==> config.mk <==
export PLATFORM = sky130hd
export DESIGN_NAME = mul_div_seq_unit_flat
export DESIGN_NICKNAME = d
export VERILOG_FILES = /design/src/rtl/mul_div_seq_unit_if.sv /design/src/rtl/mul_div_seq_unit.sv /design/src/flat_wrapper.sv
export SDC_FILE = /design/constraint.sdc
export NUM_CORES = 1
export LEC_CHECK = 0
export ABC_AREA = 1
export CAP_MARGIN = 40
export CORE_MARGIN = 10
export CORE_UTILIZATION = 51
export DETAILED_ROUTE_END_ITERATION = 8
export GPL_TIMING_DRIVEN = 0
export PLACE_DENSITY = 0.77
export SYNTH_ARGS = -nofsm -noshare
export SYNTH_HDL_FRONTEND = slang
export SYNTH_SLANG_ARGS = --single-unit
==> constraint.sdc <==
create_clock -name clk -period 4.2 [get_ports clk]
set_clock_uncertainty 0.1 [all_clocks]
set_input_delay 0.84 -clock clk [delete_from_list [all_inputs] [get_ports clk]]
set_output_delay 0.84 -clock clk [all_outputs]
set_load 0.01 [all_outputs]
==> src/rtl/mul_div_seq_unit_if.sv <==
// Request/response bundle between the execute stage and the iterative
// multiply/divide unit.
interface mul_div_seq_unit_if #(
  parameter int unsigned WIDTH  = 16,
  parameter int unsigned FLAG_W = 16
);
  logic              start;
  logic [4:0]        opcode;
  logic [WIDTH-1:0]  operand_1;
  logic [WIDTH-1:0]  operand_2;
  logic [FLAG_W-1:0] current_flags;
  logic              ready;
  logic              busy;
  logic              done;
  logic [WIDTH-1:0]  result_0;
  logic [WIDTH-1:0]  result_1;
  logic [FLAG_W-1:0] next_flags;
  logic              flag_we;

  modport master (
    output start, opcode, operand_1, operand_2, current_flags,
    input  ready, busy, done, result_0, result_1, next_flags, flag_we
  );

  modport slave (
    input  start, opcode, operand_1, operand_2, current_flags,
    output ready, busy, done, result_0, result_1, next_flags, flag_we
  );
endinterface

==> src/rtl/mul_div_seq_unit.sv <==
// Iterative unsigned shift-add multiplier / restoring divider with flag update.
// Optional macro MUL_DIV_EARLY_TERM_EN: multiply exits once remaining multiplier bits are zero.
module mul_div_seq_unit #(
  parameter int unsigned WIDTH   = 16,
  parameter int unsigned FLAG_W  = 16,
  parameter logic [4:0]  OPC_MUL = 5'd5,
  parameter logic [4:0]  OPC_DIV = 5'd6
) (
  input logic             clk,
  input logic             reset,
  mul_div_seq_unit_if.slave bus
);
  localparam int unsigned CNT_W = $clog2(WIDTH + 1);

  typedef enum logic [1:0] {IDLE, MUL_RUN, DIV_RUN, DONE} state_t;

  state_t              r_state, w_state_next;
  logic [CNT_W-1:0]    r_cnt;
  logic [2*WIDTH-1:0]  r_acc;
  logic [WIDTH-1:0]    r_mcand;
  logic [WIDTH-1:0]    r_op2;
  logic [FLAG_W-1:0]   r_flags;
  logic [WIDTH-1:0]    r_result_0, r_result_1;
  logic [FLAG_W-1:0]   r_next_flags;

  logic                w_is_mul, w_is_div, w_accept, w_div_zero, w_last;
  logic [WIDTH:0]      w_mul_sum;
  logic [2*WIDTH-1:0]  w_mul_next;
  logic [WIDTH:0]      w_div_sh;
  logic                w_div_ge;
  logic [WIDTH-1:0]    w_div_diff, w_div_rem;
  logic [2*WIDTH-1:0]  w_div_next;
  logic                w_fin, w_fin_mul, w_ovf;
  logic [WIDTH-1:0]    w_res0, w_res1;
  logic [FLAG_W-1:0]   w_base_flags, w_new_flags;
  logic [2*WIDTH-1:0]  w_product;

  assign w_is_mul   = (bus.opcode == OPC_MUL);
  assign w_is_div   = (bus.opcode == OPC_DIV);
  assign w_accept   = (r_state == IDLE) && bus.start && (w_is_mul || w_is_div);
  assign w_div_zero = w_is_div && (bus.operand_2 == '0);
  assign w_last     = (r_cnt == CNT_W'(WIDTH - 1));

  // Multiply step: add into the upper half, carry lands in bit 31 after the shift.
  assign w_mul_sum  = {1'b0, r_acc[2*WIDTH-1:WIDTH]} + (r_op2[0] ? {1'b0, r_mcand} : '0);
  assign w_mul_next = {w_mul_sum, r_acc[WIDTH-1:1]};

  // Restoring divide step on {remainder, dividend/quotient}.
  assign w_div_sh   = {r_acc[2*WIDTH-1:WIDTH], r_acc[WIDTH-1]};
  assign w_div_ge   = (w_div_sh >= {1'b0, r_op2});
  assign w_div_diff = w_div_sh[WIDTH-1:0] - r_op2;
  assign w_div_rem  = w_div_ge ? w_div_diff : w_div_sh[WIDTH-1:0];
  assign w_div_next = {w_div_rem, r_acc[WIDTH-2:0], w_div_ge};

`ifdef MUL_DIV_EARLY_TERM_EN
  logic             w_mul_early;
  logic [CNT_W-1:0] w_shamt;
  assign w_mul_early = (r_op2[WIDTH-1:1] == '0);
  assign w_shamt     = CNT_W'(WIDTH - 1) - r_cnt;
  // Remaining right shifts are applied in one step so the product matches the full run.
  assign w_product   = w_mul_next >> w_shamt;
  assign w_fin_mul   = w_last || w_mul_early;
`else
  assign w_product   = w_mul_next;
  assign w_fin_mul   = w_last;
`endif

  // Completion detection and result/flag formation for the edge that enters DONE.
  always_comb begin
    w_fin        = 1'b0;
    w_res0       = '0;
    w_res1       = '0;
    w_ovf        = 1'b0;
    w_base_flags = r_flags;
    case (r_state)
      IDLE: begin
        w_fin        = w_accept && w_div_zero;
        w_res0       = '1;
        w_res1       = bus.operand_1;
        w_ovf        = 1'b1;
        w_base_flags = bus.current_flags;
      end
      MUL_RUN: begin
        w_fin  = w_fin_mul;
        w_res0 = w_product[WIDTH-1:0];
        w_res1 = w_product[2*WIDTH-1:WIDTH];
      end
      DIV_RUN: begin
        w_fin  = w_last;
        w_res0 = w_div_next[WIDTH-1:0];
        w_res1 = w_div_next[2*WIDTH-1:WIDTH];
      end
      default: ;
    endcase
    w_new_flags    = w_base_flags;
    w_new_flags[0] = (r_state == MUL_RUN) && (w_res1 != '0);
    w_new_flags[1] = w_ovf;
    w_new_flags[7] = (w_res0 == '0) && (w_res1 == '0);
  end

  always_ff @(posedge clk or posedge reset) begin
    if (reset) r_state <= IDLE;
    else       r_state <= w_state_next;
  end

  always_comb begin
    w_state_next = r_state;
    case (r_state)
      IDLE: begin
        if (w_accept) begin
          if (w_div_zero)    w_state_next = DONE;
          else if (w_is_mul) w_state_next = MUL_RUN;
          else               w_state_next = DIV_RUN;
        end
      end
      MUL_RUN, DIV_RUN: if (w_fin) w_state_next = DONE;
      DONE:             w_state_next = IDLE;
      default:          w_state_next = IDLE;
    endcase
  end

  always_comb begin
    bus.ready   = (r_state == IDLE);
    bus.busy    = (r_state == MUL_RUN) || (r_state == DIV_RUN);
    bus.done    = (r_state == DONE);
    bus.flag_we = (r_state == DONE);
  end

  always_ff @(posedge clk or posedge reset) begin
    if (reset) begin
      r_cnt        <= '0;
      r_acc        <= '0;
      r_mcand      <= '0;
      r_op2        <= '0;
      r_flags      <= '0;
      r_result_0   <= '0;
      r_result_1   <= '0;
      r_next_flags <= '0;
    end else begin
      case (r_state)
        IDLE: begin
          if (w_accept) begin
            r_mcand <= bus.operand_1;
            r_op2   <= bus.operand_2;
            r_flags <= bus.current_flags;
            r_cnt   <= '0;
            r_acc   <= w_is_mul ? '0 : {{WIDTH{1'b0}}, bus.operand_1};
          end
        end
        MUL_RUN: begin
          r_acc <= w_mul_next;
          r_op2 <= r_op2 >> 1;
          r_cnt <= r_cnt + 1'b1;
        end
        DIV_RUN: begin
          r_acc <= w_div_next;
          r_cnt <= r_cnt + 1'b1;
        end
        default: ;
      endcase
      if (w_fin) begin
        r_result_0   <= w_res0;
        r_result_1   <= w_res1;
        r_next_flags <= w_new_flags;
      end
    end
  end

  assign bus.result_0   = r_result_0;
  assign bus.result_1   = r_result_1;
  assign bus.next_flags = r_next_flags;
endmodule

==> src/flat_wrapper.sv <==
// flat-port wrapper written by rule: the top's interface ports become plain ports
module mul_div_seq_unit_flat 
#(
  parameter int unsigned WIDTH   = 16,
  parameter int unsigned FLAG_W  = 16,
  parameter logic [4:0]  OPC_MUL = 5'd5,
  parameter logic [4:0]  OPC_DIV = 5'd6
)
  (clk, reset, bus_start, bus_opcode, bus_operand_1, bus_operand_2, bus_current_flags, bus_ready, bus_busy, bus_done, bus_result_0, bus_result_1, bus_next_flags, bus_flag_we);
  mul_div_seq_unit_if #(.WIDTH(WIDTH), .FLAG_W(FLAG_W)) bus_i ();
  input logic clk;
  input logic reset;
  input wire logic [$bits(bus_i.start)-1:0] bus_start;
  input wire logic [$bits(bus_i.opcode)-1:0] bus_opcode;
  input wire logic [$bits(bus_i.operand_1)-1:0] bus_operand_1;
  input wire logic [$bits(bus_i.operand_2)-1:0] bus_operand_2;
  input wire logic [$bits(bus_i.current_flags)-1:0] bus_current_flags;
  output wire logic [$bits(bus_i.ready)-1:0] bus_ready;
  output wire logic [$bits(bus_i.busy)-1:0] bus_busy;
  output wire logic [$bits(bus_i.done)-1:0] bus_done;
  output wire logic [$bits(bus_i.result_0)-1:0] bus_result_0;
  output wire logic [$bits(bus_i.result_1)-1:0] bus_result_1;
  output wire logic [$bits(bus_i.next_flags)-1:0] bus_next_flags;
  output wire logic [$bits(bus_i.flag_we)-1:0] bus_flag_we;
  assign bus_i.start = bus_start;
  assign bus_i.opcode = bus_opcode;
  assign bus_i.operand_1 = bus_operand_1;
  assign bus_i.operand_2 = bus_operand_2;
  assign bus_i.current_flags = bus_current_flags;
  assign bus_ready = bus_i.ready;
  assign bus_busy = bus_i.busy;
  assign bus_done = bus_i.done;
  assign bus_result_0 = bus_i.result_0;
  assign bus_result_1 = bus_i.result_1;
  assign bus_next_flags = bus_i.next_flags;
  assign bus_flag_we = bus_i.flag_we;
  mul_div_seq_unit #(.WIDTH(WIDTH), .FLAG_W(FLAG_W), .OPC_MUL(OPC_MUL), .OPC_DIV(OPC_DIV)) u_core (.clk(clk), .reset(reset), .bus(bus_i));
endmodule
==> results.yml <==
timing:
  grt_setup_unrepaired: "no"
  setup_viol: 0
  finalCritPeriodShare: 0.860
  max_slew_margin: 0.485
  finalHoldViolCount: 0
  worstMarginPinSlew_ns: 0.772
  maxSlewViolCount: 0
  period_needed_ns: 3.61
  max_freq_mhz: 277
  fin_tns_setup_ns: 0
  hold_ws_ns: 0.374
global_routing:
  grt_pass1_wl_um: 44000
  grt_antenna_before_repair: 0
  grt_max_degree: 35
  grt_pass1_vias: 8176
  grt_usage: 0.251
  grt_overflow_total: 0
critical_path:
  arrival_ns: 3.83
  r2r_slack_ns: 0.59
  startpoint_type: "flop"
  end_kind: "flop"
  reg2reg_to: "u_core.bus.next_flags[0]$_DFFE_PP0P_"
  r2r_cells: 21
  cp_slowest_stage_delay_ns: 0.41
  path_delay_family: "simple AND/OR/NAND/NOR gates"
  rr_startpoint: "u_core.r_op2[0]$_DFFE_PP0P_"
  worstPathRequired_ns: 4.42
  crit_type: "reg -> reg"
  cp_common_cell: "nand2_1"
  cp_slowest_cell: "clkbuf_1"
  path_cells: "clkbuf_1 -> clkbuf_1 -> nand2_1 -> inv_1 -> ha_1 -> fa_1 -> nand2_1 -> nand2_1 -> o21ai_1 -> o21ai_1 -> nand2_1 -> nand2_1 -> nand2_1 -> nand3_1 -> nand3_1 -> nor2_1 -> nand2_1 -> nor2_2 -> nand2_1 -> nand2_1 -> nand2_1"
  worst-path-buf-inv: 3
  cp_max_fo: 10
clock_tree:
  cts_made_buffers: 17
  cts_resized: 0
  root_buffer: "clkbuf_16"
  cts_hold_buffers: 0
  cts_tree: "yes"
  cts.htree.levels: 4
  insertion_delay_ns: 0.43
  postCtsSetupBuffers: 0
  cts_sinks: 132
  clk_pin_slew_ns: 0.06
  cts_buffer_depth: 2
routing:
  dr_total_vias: 8447
  drt_iter0_drc: 833
  ant_nets: 0
  wl_per_cell_um: 17.9
  drt-total-wl_um: 27700
  via_per_inst: 5.46
  first_pass_iters: 6
  drc: 0
status:
  status: "completed"
synth:
  synth_ff_type: "dfrtp_1"
  yosys_warnings: 0
  synth_cell_types: 40
  syn_area_um2: 8500
  syn_area_per_cell_um2: 7.16
  syn-instance-count: 1187
  synth-edff-count: 0
  synthArstFlopShare: 1.00
  ys_seq_area_frac: 0.389
  ys_seq_elements: 132
  syn-num-nets: 1285
floorplan:
  die_w_um: 149
  start_util: 0.516
  die-area_um2: 22200
  die_h_um: 149
  io_pins: 108
  rows: 47
  coreArea_um2: 16500
min_path:
  min_to: "u_core.bus.result_1[9]$_DFFE_PP0P_"
  min_path_cells: 2
  hold_class: "reg -> reg"
  min_from: "u_core.bus.result_1[9]$_DFFE_PP0P_"
final_layout:
  diodes: 0
  fin_area_um2: 10400
  nNetsFinal: 1412
  drive_gt1_frac: 0.0679
  fillCellCount: 1499
  final_cell_mix: "nand2_1 (362), inv_1 (173), dfrtp_1 (132), clkdlybuf4s50_1 (104), nand3_1 (85)"
  layoutNonFillerInstCount: 1546
  final_common_cell: "nand2_1"
  area_delta_synth_final_pct: 22.9
pwr:
  p_per_area_nw_per_um2: 767
  max-vdd-ir-drop_uv: 474
  leakagePower_uw: 0.00534
placed_design:
  dp_hpwl_um: 22200
  place.gp.congestion: 0.982
  dpl-instance-area_um2: 9900
  portBuffers: 104
  place_inst: 1515
job:
  maxCapViolations: 0
==> worst min-delay path: cells and delay by family (launching register included) <==
kind,cells,cell delay (ns)
flip-flops,1,0.34
AND/OR/NAND/NOR,2,0.10
==> per-layer routing <==
metal	wire length [um]	GRT usage
met2	12900	0.397
met4	954	0.0972
met1	11700	0.324
met5	0	0
met3	2100	0.0628
==> Yosys cell counts (2+ instances only) <==
master / n / share of area
buf_4: 8 / 0.0071
nor2_4: 4 / 0.0053
nand3_1: 85 / 0.050
buf_1: 3 / 0.0013
o21ai_0: 56 / 0.033
o211ai_1: 14 / 0.012
o221ai_1: 15 / 0.015
nand4_1: 7 / 0.0052
ha_1: 40 / 0.059
nor2_1: 81 / 0.036
fa_1: 2 / 0.0047
nor3_1: 5 / 0.0029
a31oi_1: 25 / 0.018
inv_1: 174 / 0.077
clkbuf_1: 22 / 0.0097
o22ai_1: 25 / 0.018
inv_2: 5 / 0.0022
nor2_2: 5 / 0.0037
dfrtp_1: 132 / 0.39
xnor2_1: 6 / 0.0062
nand3_2: 7 / 0.0082
or2_1: 3 / 0.0022
nand2_4: 2 / 0.0027
nand3b_1: 3 / 0.0027
o21bai_1: 4 / 0.0035
a21o_1: 4 / 0.0035
and2_1: 7 / 0.0052
nor4_1: 7 / 0.0052
buf_2: 12 / 0.0071
a21oi_2: 2 / 0.0021
nand2_2: 8 / 0.0059
o21ai_1: 4 / 0.0024
clkinv_1: 2 / 0.00088
a21oi_1: 41 / 0.024
nand2_1: 362 / 0.16
==> layout make-up <==
cell class | instances | area (um^2) | area share
repair buffers | 108 | 1130 | 0.108
clock buffers | 21 | 460 | 0.0441
clock inverters | 10 | 75.1 | 0.00719
plain buffers | 46 | 229 | 0.0219
inverters | 181 | 683 | 0.0654
well taps | 220 | 275 | 0.0264
flip-flops and latches | 132 | 3300 | 0.316
multi-input cells | 828 | 4290 | 0.410
==> registers in the layout, summed over array words and instances, names as in the netlist <==
name                   flops
u_core.r_acc              32
u_core.bus.next_flags     16
u_core.bus.result_0       16
u_core.bus.result_1       16
u_core.r_mcand            16
u_core.r_op2              16
u_core.r_flags            13
u_core.r_cnt               5
u_core.r_state             2
==> worst max path at each step <==
| stage | from | endpoint | slack (ns) | cells after the start |
|---|---|---|---|---|
| after floorplan | u_core.r_op2[0]$_DFFE_PP0P_ | u_core.bus.next_flags[0]$_DFFE_PP0P_ | 1.38 | 21 |
| after global placement | reset | u_core.bus.result_1[6]$_DFFE_PP0P_ | 0.35 | 2 |
| after detailed placement | u_core.r_op2[0]$_DFFE_PP0P_ | u_core.bus.next_flags[0]$_DFFE_PP0P_ | 0.68 | 21 |
| after CTS | u_core.r_op2[0]$_DFFE_PP0P_ | u_core.bus.next_flags[0]$_DFFE_PP0P_ | 0.67 | 21 |
| after global routing | u_core.r_op2[0]$_DFFE_PP0P_ | u_core.bus.next_flags[0]$_DFFE_PP0P_ | 0.37 | 21 |
| final | u_core.r_op2[0]$_DFFE_PP0P_ | u_core.bus.next_flags[0]$_DFFE_PP0P_ | 0.59 | 21 |
==> report_power, final <==
| group | leakage (uW) | internal [uW] | switching, uW |
|---|---|---|---|
| logic | 0.00340 | 1590 | 3200 |
| clock network | 0.000264 | 785 | 579 |
| registers | 0.00168 | 1620 | 233 |
| total | 0.00534 | 4000 | 4010 |
==> stage by stage <==
stage,power (uW),utilization,worst slack [ns]
after floorplan,5220,-,1.38
after global placement,6480,0.596,0.350
after detailed placement,6540,0.602,0.677
after CTS,7930,0.634,0.668
after global routing,8640,0.634,0.370
final,8010,0.634,0.588
==> cell families (layout without fill, tap and decap cells) <==
kind of cell / after synthesis / count (layout) / synth area share
AO/OA/AOI/OAI: 192 / 192 / 0.136
XOR/XNOR: 7 / 7 / 0.00722
AND/OR/NAND/NOR: 587 / 587 / 0.297
adder cells (fa/ha/maj): 42 / 42 / 0.0636
flip-flops: 132 / 132 / 0.389
buffers and inverters: 227 / 366 / 0.107
Power figures use the tool's default switching activity.
